===== src/rtl/fifo_frame_reader.sv =====
// ============================================================================
// fifo_frame_reader
// ----------------------------------------------------------------------------
// Consumer end of the audio byte FIFO. Pops payload bytes one at a time
// (the FIFO has a one-cycle read latency) and wraps them into fixed-size
// frames that are streamed byte-wise over a valid/ready link to the optical
// transmitter:
//
//     SYNC_BYTE, seq, payload[0 .. PAYLOAD_BYTES-1] [, checksum]
//
// Build option:
//   FRAMER_CHECKSUM_EN  defined   -> a checksum byte closes every frame
//                                    (8-bit sum of seq and all payload bytes).
//                       undefined -> no checksum byte; the frame ends on the
//                                    last payload byte.
//
// Parameters:
//   PAYLOAD_BYTES  payload bytes per frame, 1..255
//   SYNC_BYTE      first byte of every frame
//
// Ports:
//   clk          in   system clock, all logic on the rising edge
//   rst          in   synchronous, active-high reset
//   empty        in   FIFO empty flag
//   fifo_dout    in   FIFO read data, valid the cycle after fifo_rd_en
//   fifo_rd_en   out  FIFO pop strobe, one cycle per byte
//   tx_ready     in   transmitter accepts tx_data this cycle
//   tx_valid     out  tx_data valid
//   tx_data      out  frame byte to the transmitter
//   frame_ready  out  framer is idle and can start a new frame
//   frame_done   out  one-cycle pulse on the handshake of the last frame byte
// ============================================================================
module fifo_frame_reader #(
    parameter int unsigned PAYLOAD_BYTES = 16,
    parameter logic [7:0]  SYNC_BYTE     = 8'hA5
) (
    input  logic       clk,
    input  logic       rst,
    input  logic       empty,
    input  logic [7:0] fifo_dout,
    output logic       fifo_rd_en,
    input  logic       tx_ready,
    output logic       tx_valid,
    output logic [7:0] tx_data,
    output logic       frame_ready,
    output logic       frame_done
);

    // Index of the last payload byte within a frame.
    localparam logic [7:0] LAST_IDX = 8'(PAYLOAD_BYTES - 1);

    typedef enum logic [2:0] {
        S_IDLE,   // waiting for the FIFO to hold data
        S_SYNC,   // presenting SYNC_BYTE
        S_SEQ,    // presenting the sequence number
        S_FETCH,  // popping the next payload byte
        S_WAIT,   // FIFO read latency; capture the popped byte
        S_DATA    // presenting a payload byte
`ifdef FRAMER_CHECKSUM_EN
        ,
        S_CKSUM   // presenting the checksum byte
`endif
    } state_t;

    state_t     state_q,    state_d;
    logic       tx_valid_q, tx_valid_d;
    logic [7:0] tx_data_q,  tx_data_d;
    logic [7:0] seq_q,      seq_d;
    logic [7:0] byte_cnt_q, byte_cnt_d;
`ifdef FRAMER_CHECKSUM_EN
    logic [7:0] checksum_q, checksum_d;
`endif

    // A byte moves to the transmitter only on a completed handshake.
    logic handshake;
    assign handshake = tx_valid_q && tx_ready;

    // ------------------------------------------------------------------------
    // State register
    // ------------------------------------------------------------------------
    // NOTE: sequential state uses non-blocking assignments so every flop
    // samples the pre-edge value of its _d input, independent of statement order.
    always_ff @(posedge clk) begin
        if (rst) begin
            state_q    <= S_IDLE;
            tx_valid_q <= 1'b0;
            tx_data_q  <= 8'h00;
            seq_q      <= 8'h00;
            byte_cnt_q <= 8'h00;
`ifdef FRAMER_CHECKSUM_EN
            checksum_q <= 8'h00;
`endif
        end else begin
            state_q    <= state_d;
            tx_valid_q <= tx_valid_d;
            tx_data_q  <= tx_data_d;
            seq_q      <= seq_d;
            byte_cnt_q <= byte_cnt_d;
`ifdef FRAMER_CHECKSUM_EN
            checksum_q <= checksum_d;
`endif
        end
    end

    // ------------------------------------------------------------------------
    // Next-state and output logic
    // ------------------------------------------------------------------------
    always_comb begin
        // NOTE: every signal written here gets a default first; a path that
        // leaves one unassigned would otherwise infer a latch.
        state_d    = state_q;
        tx_valid_d = tx_valid_q;
        tx_data_d  = tx_data_q;
        seq_d      = seq_q;
        byte_cnt_d = byte_cnt_q;
`ifdef FRAMER_CHECKSUM_EN
        checksum_d = checksum_q;
`endif
        fifo_rd_en = 1'b0;
        frame_done = 1'b0;

        unique case (state_q)
            S_IDLE: begin
                // Only start a frame once at least one payload byte exists,
                // so a frame header is never sent for an empty FIFO.
                if (!empty) begin
                    tx_valid_d = 1'b1;
                    tx_data_d  = SYNC_BYTE;
`ifdef FRAMER_CHECKSUM_EN
                    checksum_d = 8'h00;
`endif
                    state_d    = S_SYNC;
                end
            end

            S_SYNC: begin
                if (handshake) begin
                    tx_data_d = seq_q;
                    state_d   = S_SEQ;
                end
            end

            S_SEQ: begin
                if (handshake) begin
                    tx_valid_d = 1'b0;
                    byte_cnt_d = 8'h00;
`ifdef FRAMER_CHECKSUM_EN
                    checksum_d = seq_q;
`endif
                    state_d    = S_FETCH;
                end
            end

            S_FETCH: begin
                // Output is idle here, so a pop never overtakes a pending byte.
                // An empty FIFO simply stalls the frame.
                if (!empty && !rst) begin
                    fifo_rd_en = 1'b1;
                    state_d    = S_WAIT;
                end
            end

            S_WAIT: begin
                tx_valid_d = 1'b1;
                tx_data_d  = fifo_dout;
`ifdef FRAMER_CHECKSUM_EN
                checksum_d = checksum_q + fifo_dout;
`endif
                state_d    = S_DATA;
            end

            S_DATA: begin
                if (handshake) begin
                    tx_valid_d = 1'b0;
                    if (byte_cnt_q == LAST_IDX) begin
`ifdef FRAMER_CHECKSUM_EN
                        // checksum_q already includes the byte just sent.
                        tx_valid_d = 1'b1;
                        tx_data_d  = checksum_q;
                        state_d    = S_CKSUM;
`else
                        frame_done = !rst;
                        seq_d      = seq_q + 8'd1;
                        state_d    = S_IDLE;
`endif
                    end else begin
                        byte_cnt_d = byte_cnt_q + 8'd1;
                        state_d    = S_FETCH;
                    end
                end
            end

`ifdef FRAMER_CHECKSUM_EN
            S_CKSUM: begin
                if (handshake) begin
                    tx_valid_d = 1'b0;
                    frame_done = !rst;
                    seq_d      = seq_q + 8'd1;
                    state_d    = S_IDLE;
                end
            end
`endif

            default: begin
                tx_valid_d = 1'b0;
                state_d    = S_IDLE;
            end
        endcase
    end

    assign tx_valid    = tx_valid_q;
    assign tx_data     = tx_data_q;
    assign frame_ready = (state_q == S_IDLE);

endmodule


===== config.mk =====
export PLATFORM = sky130hd
export DESIGN_NAME = fifo_frame_reader
export DESIGN_NICKNAME = d
export VERILOG_FILES = /design/src/rtl/fifo_frame_reader.sv
export SDC_FILE = /design/constraint.sdc
export NUM_CORES = 1
export LEC_CHECK = 0
export ABC_AREA = 1
export CAP_MARGIN = 40
export CORE_ASPECT_RATIO = 0.5
export CORE_MARGIN = 4
export CORE_UTILIZATION = 47
export CTS_CLUSTER_SIZE = 25
export DETAILED_ROUTE_END_ITERATION = 10
export DONT_BUFFER_PORTS = 1
export PLACE_DENSITY = 0.71
export SYNTH_ARGS = -nofsm -noshare
export SYNTH_HDL_FRONTEND = slang
export SYNTH_SLANG_ARGS = --single-unit

===== constraint.sdc =====
create_clock -name clk -period 1.5 [get_ports clk]
set_clock_uncertainty 0.05 [all_clocks]
set_input_delay 0.225 -clock clk [delete_from_list [all_inputs] [get_ports clk]]
set_output_delay 0.225 -clock clk [all_outputs]
set_load 0.03 [all_outputs]

After elaboration in Yosys (flattened, before gate mapping)
Cells that the tools add are included.
{"block": "word_totals", "regBits": 28, "in_bits": 12, "out_inout_bits": 12, "wordCells": 57}
{"block": "classes", "addsub": 2, "eq_ne": 13, "muxes": 22, "bitwise_logic": 1, "n_reduce_logical": 14}
{"op": "$mux W8", "n": 5}
{"op": "$pmux W8 S3", "n": 1}
{"op": "$pmux W3 S6", "n": 1}
{"op": "$add A8 B1 Y8 const B", "n": 2}
{"op": "$pmux W8 S2", "n": 1}
{"op": "$mux W3", "n": 5}
{"op": "$ne A2 B2 Y1 const B", "n": 6}
{"op": "$reduce_and A3 Y1", "n": 3}
{"op": "$eq A8 B4 Y1 const B", "n": 1}
{"op": "$mux W1", "n": 7}
{"op": "$eq A3 B2 Y1 const B", "n": 2}
{"op": "$eq A3 B3 Y1 const B", "n": 2}
{"op": "$reduce_and A5 Y1", "n": 1}
{"op": "$pmux W1 S4", "n": 1}
{"op": "$reduce_and A4 Y1", "n": 1}
{"op": "$reduce_or A2 Y1", "n": 2}
{"op": "$eq A3 B1 Y1 const B", "n": 1}
{"op": "$logic_not A3 Y1", "n": 1}
{"op": "$reduce_bool A3 Y1", "n": 1}
{"op": "$logic_and A1 B1 Y1", "n": 2}
{"op": "$logic_not A1 Y1", "n": 2}
{"op": "$mux W2", "n": 1}
{"op": "$ne A2 B1 Y1 const B", "n": 1}
{"op": "$reduce_bool A2 Y1", "n": 1}
{"op": "$not A1 Y1", "n": 1}

Logic depth before layout (Yosys ltp)
{"block": "logic_depth", "word_depth": 4, "mapped_depth": 9, "mapped_depth_nobuf": 9}

Worst setup path before layout
OpenSTA, ideal clock, no wires.
{"block": "synth_path", "path_kind": "reg-to-output", "startpoint": "register tx_valid_q (netlist: tx_valid)", "endpoint": "output frame_done", "arrival_ps": 1442, "t_required_ps": 1225, "slack_ps": -217, "path_stages_with_launch": 6, "n_path_buf": 1, "path_cell_list": "dfxtp_1 nand2_1 nor2_4 nand2_2 buf_6 nor2_1"}
{"block": "synth_between", "elab_chain_len": 3}
{"element": "start, declared", "line": "66", "text": "logic tx_valid_q, tx_valid_d;"}
{"element": "start signal, assigned", "line": "95", "text": "tx_valid_q <= tx_valid_d;"}
{"element": "$logic_and A1 B1 Y1", "line": "76", "text": "assign handshake = tx_valid_q && tx_ready;"}
{"element": "$mux W1", "line": "173", "text": "if (handshake) begin"}
{"element": "$mux W1", "line": "122", "text": "unique case (state_q)"}
{"element": "end, declared", "line": "46", "text": "output logic frame_done"}
Every way passes these cells.

Worst setup path after layout
{"block": "layout_path", "startpoint": "register byte_cnt_q[0]", "endpoint": "output frame_done"}
{"block": "layout_between", "elab_chain_len": 4}
{"element": "start, declared", "line": "69", "text": "logic [7:0] byte_cnt_q, byte_cnt_d;"}
{"element": "start signal, assigned", "line": "98", "text": "byte_cnt_q <= byte_cnt_d;"}
{"element": "$eq A8 B4 Y1", "line": "175", "text": "if (byte_cnt_q == LAST_IDX) begin"}
{"element": "$mux W1", "line": "175"}
{"element": "$mux W1", "line": "173"}
{"element": "$mux W1", "line": "122"}
Every way passes these cells.

==> summary.txt <==
post-route ant nets: 0
Internal: 0.00192 W
grt ovf: 0
clock root buffer: clkbuf_8
num rows: 14
CTS Sinks: 28
Sw Share: 0.441
chip height: 50.0 um
pwr dens: 1610 nW/um2
crit-path max FO: 2
Final Slew Violations: 0
worst setup margin: -0.0187 ns
CP Capture Type: output port
Non-Filler Instances: 324
post-synth cell types: 30
Port-buffer cells: 0
HPWL Detailed: 2870 um
Clock Power Share: 0.176
Crit path top cell by count: nor2_4
Starting Density: 0.519
H-tree depth: 1
sequential element share of the synthesized area: 0.339
Synth area leader: dfxtp_1
Final min period: 1.52 ns
via count: 1703
NumNets Final: 291
Layout area overhead: 28.9%
clock-pin slew on the worst setup and hold paths: 0.10 ns
final wirelength: 4260 um
fraction of registers with async set/reset: 0
Final Setup Violations: 3
combinational power share: 0.496
GP Congestion: 0.890
count of yosys warnings during synthesis: 0
leading post-synthesis cells by cell area: dfxtp_1, nand2_1, a21oi_1
area share of and/or/nand/nor cells after synthesis: 0.370
Worst path slowest cell: dfxtp_2
Setup CP Type: reg -> out
largest net degree at the start of global routing: 18
vias in the first global route: 1555
post-detailed-route wirelength per cell: 13.2 um
ant diodes: 0
syn_nets: 258
Final period util: 1.01
Synth Area in Compound Gates: 0.174
Largest stage delay, worst path: 0.36 ns
layout cells sized above 1: 0.319
total net switching power: 0.00151 W
adder-cell share of the synthesized area: 0.0151
mux contribution to synthesized area: 0
initial antenna violation count: 0
Hold Violations, Final: 0
placed cells: 314
register bit total from synthesis: 28
setup TNS: -0.0327 ns
Main synth FF type: dfxtp_1
worst hold path type: in -> reg
Leak: 0.882 nW
clk buf depth: 2
f_max: 658 MHz
EDFF count, synth: 0
Remaining DRCs: 0
Worst setup SP type: register
Slew headroom: 0.426
combinational family with the most area after synthesis: simple AND/OR/NAND/NOR gates
failing checks: negative setup slack
number of CTS-inserted buffers: 3
Worst EP required: 1.22 ns
area share of the largest cell type after synthesis: 0.339
Core Area: 3190 um2
total track usage: 0.189
run status: finished, violations left
Pre-antenna DRT Iters: 4
Arr. time, crit path: 1.24 ns
Die ar.: 4590 um2
RSZ-0062 raised after global routing: yes
crit path cell chain: ha_4 > nand3_4 > nor2_4 > nand2_4 > nor2_4
first-pass GRT wire length: 7000 um
Seq pwr share: 0.328
Synth Area in XOR/XNOR: 0.0159
CP delay by family, top: simple AND/OR/NAND/NOR gates
post-synthesis cell area: 1660 um2
R2R Setup Slk: -0.01 ns
die width: 91.9 um
Ports: 24
CTS tree: built
CP bufs+invs: 0
worst-margin pin slew: 0.858 ns
max_cap viols: 0
post-synthesis average cell area: 6.78 um2
Vias/cell: 5.26
Clock Latency Late Sink: 0.28 ns
DR iter-0 viols: 86
synthesized instance count: 244
Max VDD drop: 0.915 mV
-- stage by stage --
step	power, W	setup WS [ns]	area, um2	hold slack [ns]	utilization
2_1_floorplan	0.00212	0.0109	1660	0.406	-
3_3_place_gp	0.00265	-0.0386	1890	0.242	0.592
3_5_place_dp	0.00266	-0.111	1890	0.242	0.592
4_1_cts	0.00332	-0.0430	2040	0.0506	0.641
5_1_grt	0.00365	-0.101	2130	0.0423	0.669
6_report	0.00344	-0.0187	2130	0.0563	0.669
-- area by class of cell --
class	instances	area [um2]
Clock buffer	3	41.3
Clock inverter	1	30.0
Fill cell	292	1050
Inverter	23	88.8
Multi-Input combinational cell	188	1070
Sequential cell	28	573
Tap cell	48	60.1
Timing Repair Buffer	33	270
-- power groups by stage --
stage	combinational [W]	clock, W	sequential (W)
floorplan	0.000997	0	0.00112
global placement	0.00153	0	0.00111
detailed placement	0.00155	0	0.00111
CTS	0.00160	0.000615	0.00111
global route	0.00186	0.000653	0.00114
finish	0.00170	0.000605	0.00113
-- flip-flops by register name (all words and copies together) (netlist names) --
register,count
byte_cnt_q,8
seq_q,8
state_q,3
tx_data,8
tx_valid,1
-- synth_stat cells, types with 2 or more instances --
cell and instances:
nand2_1 66, nor2_1 29, dfxtp_1 28, a21oi_1 22, inv_1 19, nand3_1 16
o21ai_0 12, nand2_2 9, a21oi_2 7, buf_6 3, inv_2 3, nor2_4 3
nor3_1 3, o21bai_1 3, buf_4 2, ha_1 2, nand3_2 2, o21ai_2 2
xor2_1 2
-- cells by family (layout without fill, tap and decap cells) --
kind of cell	Yosys count	count (layout)
flip-flops	28	28
AND/OR/NAND/NOR	134	135
XOR/XNOR	3	3
AO/OA/AOI/OAI	48	48
adder cells (fa/ha/maj)	2	2
buffers and inverters	29	60
-- layout by cell type, fill, tap and decap left out, drive strengths merged, types with 3 or more instances in the layout --
master and count:
nor3 3, dfxtp 28, nor2 32, buf 32, o21ai 15, o21bai 4
a21oi 29, clkbuf 3, nand2 77, inv 23, nand3 18
-- what timing repair did --
| item | in CTS | in global routing |
|---|---|---|
| hold buffers | 1 | 0 |
| gates resized for setup | 16 | 23 |
| endpoints found under the hold margin | 17 | 0 |
| setup buffers | 2 | 2 |
| cloned | 0 | 1 |
| setup endpoints to repair | 15 | 25 |
| pin swaps | 5 | 4 |
-- metal layers --
layer / vias up / global-route usage / wire (um)
met5: - / 0 / 0
met4: 0 / 0.0468 / 78
met3: 14 / 0.0471 / 201
met2: 55 / 0.327 / 2040
met1: 777 / 0.237 / 1940
li1: 857 / - / -
-- final timing paths --
kind | from | to | cells past startpoint
min reg2reg | seq_q[7] | seq_q[7] | 2
max | byte_cnt_q[0] | frame_done | 5
max reg2reg | byte_cnt_q[0] | byte_cnt_q[4] | 8
min | rst | byte_cnt_q[1] | 2
No activity file was read; power rests on OpenSTA's default activity.
